===== config.mk =====
export PLATFORM = sky130hd
export DESIGN_NAME = alu_sequencer
export DESIGN_NICKNAME = d
export VERILOG_FILES = /design/src/rtl/alu_seq_pkg.sv /design/src/rtl/alu_core.sv /design/src/rtl/alu_sequencer.sv
export SDC_FILE = /design/constraint.sdc
export NUM_CORES = 1
export LEC_CHECK = 0
export CORE_UTILIZATION = 55
export CTS_CLUSTER_SIZE = 30
export DETAILED_ROUTE_END_ITERATION = 6
export MAX_ROUTING_LAYER = met4
export PLACE_DENSITY_LB_ADDON = 0.05
export SYNTH_ARGS = -nofsm -noshare
export SYNTH_HDL_FRONTEND = slang
export SYNTH_SLANG_ARGS = --single-unit

===== constraint.sdc =====
create_clock -name clock -period 3.8 [get_ports clock]
set_input_delay 0.76 -clock clock [delete_from_list [all_inputs] [get_ports clock]]
set_output_delay 0.76 -clock clock [all_outputs]
set_load 0.01 [all_outputs]

===== src/rtl/alu_seq_pkg.sv =====
// -----------------------------------------------------------------------------
// alu_seq_pkg
//   Shared definitions for the ALU sequencer and its combinational ALU core:
//   opcode encoding, sequencer state encoding, flag bit positions and the
//   default datapath widths.
//
//   Contents:
//     DATA_W_DEF / ADDR_W_DEF   default operand width / register address width
//     FLAG_Z/C/V/N              bit positions inside the 4-bit flags vector
//     opcode_t                  4-bit opcode encoding (0x0..0xB legal)
//     state_t                   sequencer states
//     op_is_legal / op_is_unary opcode classification helpers
// -----------------------------------------------------------------------------
package alu_seq_pkg;

    localparam int DATA_W_DEF = 8;
    localparam int ADDR_W_DEF = 4;

    localparam int FLAG_Z = 0;
    localparam int FLAG_C = 1;
    localparam int FLAG_V = 2;
    localparam int FLAG_N = 3;

    typedef enum logic [3:0] {
        OP_ADD = 4'h0,
        OP_SUB = 4'h1,
        OP_AND = 4'h2,
        OP_OR  = 4'h3,
        OP_XOR = 4'h4,
        OP_NOT = 4'h5,
        OP_SHL = 4'h6,
        OP_SHR = 4'h7,
        OP_INC = 4'h8,
        OP_DEC = 4'h9,
        OP_MOV = 4'hA,
        OP_CMP = 4'hB
    } opcode_t;

    typedef enum logic [2:0] {
        S_IDLE   = 3'd0,
        S_ADDR_A = 3'd1,
        S_LAT_A  = 3'd2,
        S_ADDR_B = 3'd3,
        S_LAT_B  = 3'd4,
        S_EXEC   = 3'd5,
        S_WRITE  = 3'd6,
        S_DONE   = 3'd7
    } state_t;

    // Encodings 0xC..0xF are reserved and rejected at accept time.
    function automatic logic op_is_legal(input logic [3:0] op);
        return (op < 4'hC);
    endfunction

    // Single-operand instructions skip the second register read.
    function automatic logic op_is_unary(input logic [3:0] op);
        return (op >= 4'h5) && (op <= 4'hA);
    endfunction

endpackage


===== src/rtl/alu_core.sv =====
// -----------------------------------------------------------------------------
// alu_core
//   Purely combinational ALU. Produces the result and {N,V,C,Z} flags for one
//   opcode applied to operands a and b. The sequencer registers both outputs.
//
//   Ports:
//     opcode  in  4       operation (see alu_seq_pkg::opcode_t)
//     a       in  DATA_W  first operand (the only operand for unary ops)
//     b       in  DATA_W  second operand (ignored by unary ops)
//     result  out DATA_W  computed value
//     flags   out 4       {N,V,C,Z}, indexed by FLAG_* from the package
//
//   Carry semantics: ADD/INC carry-out, SUB/DEC/CMP borrow (a < b unsigned),
//   SHL shifted-out MSB, SHR shifted-out LSB, zero for logic ops and MOV.
// -----------------------------------------------------------------------------
module alu_core
    import alu_seq_pkg::*;
#(
    parameter int DATA_W = DATA_W_DEF
) (
    input  logic [3:0]        opcode,
    input  logic [DATA_W-1:0] a,
    input  logic [DATA_W-1:0] b,
    output logic [DATA_W-1:0] result,
    output logic [3:0]        flags
);

    localparam logic [DATA_W-1:0] ONE = {{(DATA_W-1){1'b0}}, 1'b1};

    logic signed [DATA_W-1:0] a_s;
    logic signed [DATA_W-1:0] b_s;
    logic signed [DATA_W-1:0] res_s;
    logic        [DATA_W:0]   wide;
    logic                     carry;
    logic                     ovf;

    assign a_s = a;
    assign b_s = b;

    // Two's-complement overflow: operands of equal sign giving a result of the
    // other sign.
    function automatic logic add_ovf(input logic signed [DATA_W-1:0] x,
                                     input logic signed [DATA_W-1:0] y,
                                     input logic signed [DATA_W-1:0] r);
        return (x[DATA_W-1] == y[DATA_W-1]) && (r[DATA_W-1] != x[DATA_W-1]);
    endfunction

    // Subtraction overflows when operand signs differ and the result takes the
    // subtrahend's sign.
    function automatic logic sub_ovf(input logic signed [DATA_W-1:0] x,
                                     input logic signed [DATA_W-1:0] y,
                                     input logic signed [DATA_W-1:0] r);
        return (x[DATA_W-1] != y[DATA_W-1]) && (r[DATA_W-1] != x[DATA_W-1]);
    endfunction

    always_comb begin
        wide   = '0;
        result = '0;
        carry  = 1'b0;
        ovf    = 1'b0;
        case (opcode)
            OP_ADD: begin
                wide   = {1'b0, a} + {1'b0, b};
                result = wide[DATA_W-1:0];
                carry  = wide[DATA_W];
                ovf    = add_ovf(a_s, b_s, wide[DATA_W-1:0]);
            end
            OP_SUB, OP_CMP: begin
                // Bit DATA_W of the widened difference is the borrow.
                wide   = {1'b0, a} - {1'b0, b};
                result = wide[DATA_W-1:0];
                carry  = wide[DATA_W];
                ovf    = sub_ovf(a_s, b_s, wide[DATA_W-1:0]);
            end
            OP_AND: result = a & b;
            OP_OR:  result = a | b;
            OP_XOR: result = a ^ b;
            OP_NOT: result = ~a;
            OP_SHL: begin
                result = {a[DATA_W-2:0], 1'b0};
                carry  = a[DATA_W-1];
            end
            OP_SHR: begin
                result = {1'b0, a[DATA_W-1:1]};
                carry  = a[0];
            end
            OP_INC: begin
                wide   = {1'b0, a} + {1'b0, ONE};
                result = wide[DATA_W-1:0];
                carry  = wide[DATA_W];
                ovf    = add_ovf(a_s, ONE, wide[DATA_W-1:0]);
            end
            OP_DEC: begin
                wide   = {1'b0, a} - {1'b0, ONE};
                result = wide[DATA_W-1:0];
                carry  = wide[DATA_W];
                ovf    = sub_ovf(a_s, ONE, wide[DATA_W-1:0]);
            end
            OP_MOV: result = a;
            default: result = '0;
        endcase
    end

    assign res_s = result;

    always_comb begin
        flags         = '0;
        flags[FLAG_Z] = (result == '0);
        flags[FLAG_C] = carry;
        flags[FLAG_V] = ovf;
        flags[FLAG_N] = res_s[DATA_W-1];
    end

endmodule


===== src/rtl/alu_sequencer.sv =====
// -----------------------------------------------------------------------------
// alu_sequencer
//   Multi-cycle register-to-register instruction sequencer in front of a
//   16x8 register unit with a single synchronous read port (addr -> data_out
//   one cycle later) and a load/data_in write port.
//
//   Ports:
//     clock      in   system clock, all state changes on the rising edge
//     reset      in   synchronous active-high reset
//     start      in   request; only accepted in IDLE
//     opcode     in   4-bit operation, latched on accept
//     src_a      in   ADDR_W first source register, latched on accept
//     src_b      in   ADDR_W second source register, latched on accept
//     dst        in   ADDR_W destination register, latched on accept
//     busy       out  high in every state except IDLE (registered)
//     done       out  one-cycle pulse in DONE (registered)
//     err        out  qualifies done; 1 = illegal opcode (registered)
//     result     out  DATA_W last computed value, updated in EXEC
//     flags      out  {N,V,C,Z} of the last computation, updated in EXEC
//     reg_addr   out  ADDR_W register unit address
//     reg_load   out  register unit write enable
//     reg_wdata  out  DATA_W register unit write data
//     reg_rdata  in   DATA_W register unit read data
//
//   Sequence: IDLE -> ADDR_A -> LAT_A -> [ADDR_B -> LAT_B] -> EXEC -> [WRITE]
//   -> DONE -> IDLE. Unary ops skip the B read, CMP skips the write, illegal
//   opcodes go straight from IDLE to DONE with err set.
//   reg_* outputs are decoded from the state register and latched fields only,
//   so there is no combinational path from start to the register unit.
// -----------------------------------------------------------------------------
module alu_sequencer
    import alu_seq_pkg::*;
#(
    parameter int DATA_W = DATA_W_DEF,
    parameter int ADDR_W = ADDR_W_DEF
) (
    input  logic              clock,
    input  logic              reset,
    input  logic              start,
    input  logic [3:0]        opcode,
    input  logic [ADDR_W-1:0] src_a,
    input  logic [ADDR_W-1:0] src_b,
    input  logic [ADDR_W-1:0] dst,
    output logic              busy,
    output logic              done,
    output logic              err,
    output logic [DATA_W-1:0] result,
    output logic [3:0]        flags,
    output logic [ADDR_W-1:0] reg_addr,
    output logic              reg_load,
    output logic [DATA_W-1:0] reg_wdata,
    input  logic [DATA_W-1:0] reg_rdata
);

    state_t state;
    state_t state_next;

    logic [3:0]        op_q;
    logic [ADDR_W-1:0] src_a_q;
    logic [ADDR_W-1:0] src_b_q;
    logic [ADDR_W-1:0] dst_q;
    logic [DATA_W-1:0] opnd_a;
    logic [DATA_W-1:0] opnd_b;

    logic [DATA_W-1:0] alu_result;
    logic [3:0]        alu_flags;

    // Operand B is stale for unary ops; the core ignores it for those opcodes.
    alu_core #(
        .DATA_W (DATA_W)
    ) u_alu (
        .opcode (op_q),
        .a      (opnd_a),
        .b      (opnd_b),
        .result (alu_result),
        .flags  (alu_flags)
    );

    always_comb begin
        state_next = state;
        case (state)
            S_IDLE: begin
                if (start) begin
                    state_next = op_is_legal(opcode) ? S_ADDR_A : S_DONE;
                end
            end
            S_ADDR_A: state_next = S_LAT_A;
            S_LAT_A:  state_next = op_is_unary(op_q) ? S_EXEC : S_ADDR_B;
            S_ADDR_B: state_next = S_LAT_B;
            S_LAT_B:  state_next = S_EXEC;
            S_EXEC:   state_next = (op_q == OP_CMP) ? S_DONE : S_WRITE;
            S_WRITE:  state_next = S_DONE;
            S_DONE:   state_next = S_IDLE;
            default:  state_next = S_IDLE;
        endcase
    end

    // Register unit drive. Outside ADDR_B and WRITE the address parks on the
    // latched src_a, which also covers the ADDR_A read.
    always_comb begin
        reg_addr  = src_a_q;
        reg_load  = 1'b0;
        reg_wdata = '0;
        case (state)
            S_ADDR_B: reg_addr = src_b_q;
            S_WRITE: begin
                reg_addr  = dst_q;
                reg_load  = 1'b1;
                reg_wdata = result;
            end
            default: ;
        endcase
    end

    // Status outputs are registered from the next state so they line up with
    // the state they describe.
    always_ff @(posedge clock) begin
        if (reset) begin
            state   <= S_IDLE;
            busy    <= 1'b0;
            done    <= 1'b0;
            err     <= 1'b0;
            result  <= '0;
            flags   <= '0;
            op_q    <= '0;
            src_a_q <= '0;
            src_b_q <= '0;
            dst_q   <= '0;
            opnd_a  <= '0;
            opnd_b  <= '0;
        end else begin
            state <= state_next;
            busy  <= (state_next != S_IDLE);
            done  <= (state_next == S_DONE);
            // Only an illegal opcode reaches DONE directly from IDLE.
            err   <= (state == S_IDLE) && (state_next == S_DONE);

            if (state == S_IDLE && start) begin
                op_q    <= opcode;
                src_a_q <= src_a;
                src_b_q <= src_b;
                dst_q   <= dst;
            end
            if (state == S_LAT_A) begin
                opnd_a <= reg_rdata;
            end
            if (state == S_LAT_B) begin
                opnd_b <= reg_rdata;
            end
            if (state == S_EXEC) begin
                result <= alu_result;
                flags  <= alu_flags;
            end
        end
    end

endmodule


# --- Word level (Yosys, flattened, before mapping) ---
# Cells that the tools add are included.
# W data, S select, Z words.
word_totals:
  regBits: 50
  inputBits: 27
  output_inout_bits: 28
  word_cells: 72
classes:
  add_sub_neg: 4
  magnitude_cmp: 3
  n_eq_ne: 25
  n_mux: 11
  bitwise_logic: 5
  n_reduce_logical: 12
op_table:
  columns: ["operator", "n"]
  rows:
  - ["$pmux W8 S11", 1]
  - ["$pmux W3 S8", 1]
  - ["$eq A4 B3 Y1 const B", 4]
  - ["$eq A4 B4 Y1 const B", 4]
  - ["$eq A3 B3 Y1 const B", 5]
  - ["$add A8 B1 Y9 const B", 1]
  - ["$add A8 B8 Y9", 1]
  - ["$mux W3", 3]
  - ["$sub A8 B1 Y9 const B", 1]
  - ["$sub A8 B8 Y9", 1]
  - ["$and A8 B8 Y8", 1]
  - ["$eq A4 B2 Y1 const B", 2]
  - ["$logic_not A8 Y1", 1]
  - ["$mux W8", 1]
  - ["$not A8 Y8", 1]
  - ["$or A8 B8 Y8", 1]
  - ["$pmux W4 S2", 1]
  - ["$xor A8 B8 Y8", 1]
  - ["$logic_and A1 B1 Y1", 7]
  - ["$eq A3 B2 Y1 const B", 2]
  - ["$pmux W1 S6", 1]
  - ["$ne A1 B1 Y1", 5]
  - ["$eq A4 B1 Y1 const B", 1]
  - ["$ge A4 B3 Y1 const B", 1]
  - ["other kinds (11)", 12]

# --- Longest topological paths before layout ---
depth:
  depth_word: 6
  ltp_mapped: 11

# --- By module ---
# A second synthesis with hierarchy kept.
hier_totals:
  hier_cells: 509
  hier_area_um2: 4090.2
by_module_without_submodules:
  columns: ["module", "instances", "cells_each", "area_each_um2"]
  rows:
  - ["alu_sequencer", 1, 236, 2103.3]
  - ["alu_core", 1, 273, 1986.9]

# --- Worst setup path before layout ---
# OpenSTA, ideal clock, no wires.
synth_timing:
  path_type: "reg2reg"
  start: "register opnd_a[0]"
  end: "register flags[0]"
  t_arrival_ps: 2655
  t_required_ps: 3684
  slack_ps: 1030
  path_stages_with_launch: 12
  n_path_buf: 1
  path_cell_list: "dfxtp_1 clkbuf_1 inv_1 ha_1 fa_1 mux2_2 mux2_2 o32ai_1 a221oi_1 and4_1 and3_1 a31o_1"
synth_between:
  elab_chain_cells: 3
  elab_cells_between_ends: 10
synth_rtl:
  columns: ["item", "line_no", "source"]
  rows:
  - ["start: declaration", "alu_sequencer.sv:62", "logic [DATA_W-1:0] opnd_a;"]
  - ["start signal: assignment", "alu_sequencer.sv:145", "opnd_a <= reg_rdata;"]
  - ["$sub A8 B1 Y9, or another cell as far along", "alu_core.sv:94", "wide = {1'b0, a} - {1'b0, ONE};"]
  - ["$pmux W8 S11 *", "alu_core.sv:61", "case (opcode)"]
  - ["$logic_not A8 Y1 *", "alu_core.sv:108", "flags[FLAG_Z] = (result == '0);"]
  - ["end signal: assignment", "alu_sequencer.sv:152", "flags <= alu_flags;"]
  - ["end: declaration", "alu_sequencer.sv:48", "output logic [3:0] flags,"]
# Mark *: on every way between the ends. The rest lies on a longest branch, timed or not.
# A chain may end at the register's enable or synchronous reset.

# --- Worst setup path after layout ---
layout_timing:
  start: "register opnd_a[1]"
  end: "register flags[0]"
# The elaborated chain is that of the path after synthesis.

==> results <==
- For this run the aggregate overflow at the end of global routing stands at 0.
- The setup total negative slack is 0 ps.
- On the final layout, the worst clock skew is approximately 12 ps.
- The top cell type's share of synthesized area is approximately 25%.
- The first-pass iteration count of the detailed router is 5.
- The finished cells cover between 4000 and 5000 um2.
- The clock network latency to the later pin of the worst-skew pair is about 320 ps.
- The number of antenna diodes in the final layout is 0.
- Hold is met by 460 ps.
- Total power for the finished layout comes to roughly 1.6 mW.
- The async set-reset flop share out of synthesis is 0%.
- Wires add up to 11,300 um.
- The clock transition at the registers of the reported paths is 100 ps.
- The die extent in x is roughly 86 um.
- The number of warnings issued by yosys is 0.
- The global-route wire length before repair is roughly 18,000 um.
- The number of clock sinks seen by CTS is 49.
- The data required time of the critical path is between 4000 and 5000 ps.
- The predominant post-synthesis flop cell is sky130_fd_sc_hd__dfxtp_1.
- The number of H-tree branching levels is 2.
- For the pin with the worst max-slew slack, the measured transition is 905 ps.
- The count of final setup violators is 0.
- Counting every net in the synthesized netlist gives approximately 570.
- Dividing the detail-routed via count by the number of cells gives a little over 6.
- The count of instances resized after the clock tree is built is 0.
- The final routed wire length divided by cell count is about 17 um.
- The floorplan core area is ~6800 um2.
- The count of nets left with antenna violations once routing finished came out at 0.
- At the placement stage, the worst setup path has a slack of ~830 ps.
- For this block, the initial DRC count from the detailed router was 320.
- Counting along the longest clock path gives a buffer depth of 2.
- The signal arrival time at the worst endpoint is approximately 3300 ps.
- For this design the static power due to leakage is 1.58 nW.
- The share of cells above drive strength 1 is roughly 6.2%.
- STA classifies the critical path endpoint as a flop.
- The routed via count is about 4k.
- Counting the buffers created by CTS gives 5.
- The run finished with clean final reports.
- The clock tree from TritonCTS is done.
- The number of different library cells used by synthesis comes to 70.
- After synthesis, flip-flops and latches occupy between 20% and 30% of the total area.
- The area growth from synthesis to layout is 16.5%.
- The clock tree root driver cell is sky130_fd_sc_hd__clkbuf_8.
- The max-slew violation count is 0.
- The most common cell after layout, fill and taps aside is sky130_fd_sc_hd__nand2_1.
- The die covers between 7000 and 8000 um2.
- Setup repair after global routing left no endpoint under its margin.
- The total track usage is 32.9%.
- The flip-flop and latch count after synthesis is slightly below 50.
- Sorting the synthesized cells by area gives the leading types as sky130_fd_sc_hd__dfxtp_1 25%, sky130_fd_sc_hd__ha_1 9.1%, sky130_fd_sc_hd__a21oi_1 7.8%.
- The routed design could run at a clock period as short as approximately 3000 ps.
- The number of cell rows is 30.
- The number of filler instances in the final layout is approximately 620.
- The min-delay analysis places its worst path in the category reg -> reg.
- In the layout the commonest cells are 69 x sky130_fd_sc_hd__nand2_1, 60 x sky130_fd_sc_hd__a21oi_1, 54 x sky130_fd_sc_hd__clkdlybuf4s50_1.
- The number of global-route vias before repair came to ~3.7k.
- The number of hold violations in the final report is 0.
- For this run, the top clock speed supported by timing is ~330 MHz.
- The count of buffers added on input and output ports is 54.
- Of all nets on the critical path, the largest fanout is 12.
- The worst supply voltage drop on vdd is 204 uV.
- The die outline height is around 86 um.
- Once the clock tree was built, the setup fixing pass inserted 0 buffers.
- The post-synthesis average cell area is between 7 and 8 um2.
- The instance area at placement is between 4000 and 5000 um2.
- The initial utilization of the core area, before any placement, comes to a little under three fifths.
- The number of DRC violations after detailed routing is 0.
- Max-cap violations in this run came to 0.
- After the last flow step, the layout net total stands at about 610.
- The number of enable flip-flop cells after synthesis is 0.
- The post-route worst setup slack is roughly 760 ps.
- 55 I/O pins were placed.
- The detailed placement HPWL is about 9000 um.
- The cell type with the largest total area after synthesis is sky130_fd_sc_hd__dfxtp_1.
- The total power per unit cell area is between 300 and 400 nW/um2.
- Counting every instance in the synthesized netlist gives about 520.
- The post-synth design cell area is slightly below 4000 um2.
- The relative slew slack is about two fifths.
- The type of origin of the critical path is a flop.
- The routability congestion estimate from global placement is roughly 1.1.
- The number of antenna violations at the first check in global routing was 0.
- The worst setup path is of the reg -> reg kind.
- Buffers inserted to repair hold after CTS numbered 0.
- After layout, the worst path uses ~80% of the clock period.
- Entering global routing, the biggest net connects 27 pins.
-- synth_stat cells, drive strengths merged, types with 3 or more instances --
cell type,n
ha,28
o32ai,5
nor2b,8
nand2,69
o21bai,4
o221ai,6
a31oi,4
nand3,13
a32oi,3
and2,11
o211ai,3
dfxtp,49
a221oi,3
and3,3
nand4,7
nor3b,3
xnor2,9
o22ai,11
nand2b,10
a221o,3
or3,4
buf,17
mux2i,4
o21ai,14
a22oi,3
a2bb2oi,3
a211oi,6
inv,28
nor3,14
mux2,6
a21oi,60
nor4,3
nor2,48
clkbuf,20
a311oi,3
o31ai,4
-- path summary, 6_finish.rpt --
check	slack [ps]	from	end	cells past startpoint
worst max-delay path	760	opnd_a[1]	flags[0]	9
worst min-delay path	460	src_b_q[2]	src_b_q[2]	2
worst max register to register	760	opnd_a[1]	flags[0]	9
worst min register to register	460	src_b_q[2]	src_b_q[2]	2
-- cells by family (layout without fill, tap and decap cells) --
| kind of cell | Yosys count | in the layout | synth area share, % |
|---|---|---|---|
| compound gates | 150 | 150 | 26.5 |
| mux | 10 | 10 | 2.79 |
| buf+inv | 65 | 100 | 7.52 |
| simple gates | 202 | 202 | 25.4 |
| flops | 49 | 49 | 25.4 |
| xor+xnor | 10 | 10 | 2.27 |
| fa+ha+maj | 30 | 30 | 10.1 |
-- power breakdown --
part / internal (mW) / switching [mW] / total (mW)
clock network: 0.132 / 0.192 / 0.324
logic: 0.269 / 0.371 / 0.640
registers: 0.558 / 0.0840 / 0.642
-- metrics by stage --
step	utilization (%)	instances
floorplan	-	516
global placement	64.9	639
detailed placement	64.9	639
CTS	66.2	647
global route	66.2	647
finish	66.2	647
-- flip-flops by register name, indices dropped and copies added, names as in the netlist --
register / cells
busy: 1
done: 1
dst_q: 4
err: 1
flags: 3
op_q: 4
opnd_a: 8
opnd_b: 8
result: 8
src_a_q: 4
src_b_q: 4
state: 3
-- cell type report --
cell class                      instances  area, um2  area share [%]
Tap cell                               96        120            2.67
Clock buffer                            6       72.6            1.61
Inverter                               28        105            2.34
Clock inverter                          2       13.8           0.306
Timing Repair Buffer                   64        616            13.7
Sequential cell                        49        981            21.8
Multi-Input combinational cell        402       2590            57.6
-- worst max-delay path: stages, from the launching register on --
cell	delay, ps
sky130_fd_sc_hd__dfxtp_1	590
sky130_fd_sc_hd__inv_1	240
sky130_fd_sc_hd__ha_1	370
sky130_fd_sc_hd__a21oi_1	260
sky130_fd_sc_hd__o21bai_1	130
sky130_fd_sc_hd__a221o_1	380
sky130_fd_sc_hd__a2111oi_2	450
sky130_fd_sc_hd__and4_1	260
sky130_fd_sc_hd__and3_1	170
sky130_fd_sc_hd__a31o_1	140
-- metal layers --
metal	global-route usage [%]	vias to the layer above	wire length [um]
met5	-	-	0
met4	8.79	0	183
met3	5.68	19	949
met2	49.9	192	5010
met1	45.4	1839	5170
li1	-	1902	-
Power figures use the tool's default switching activity.
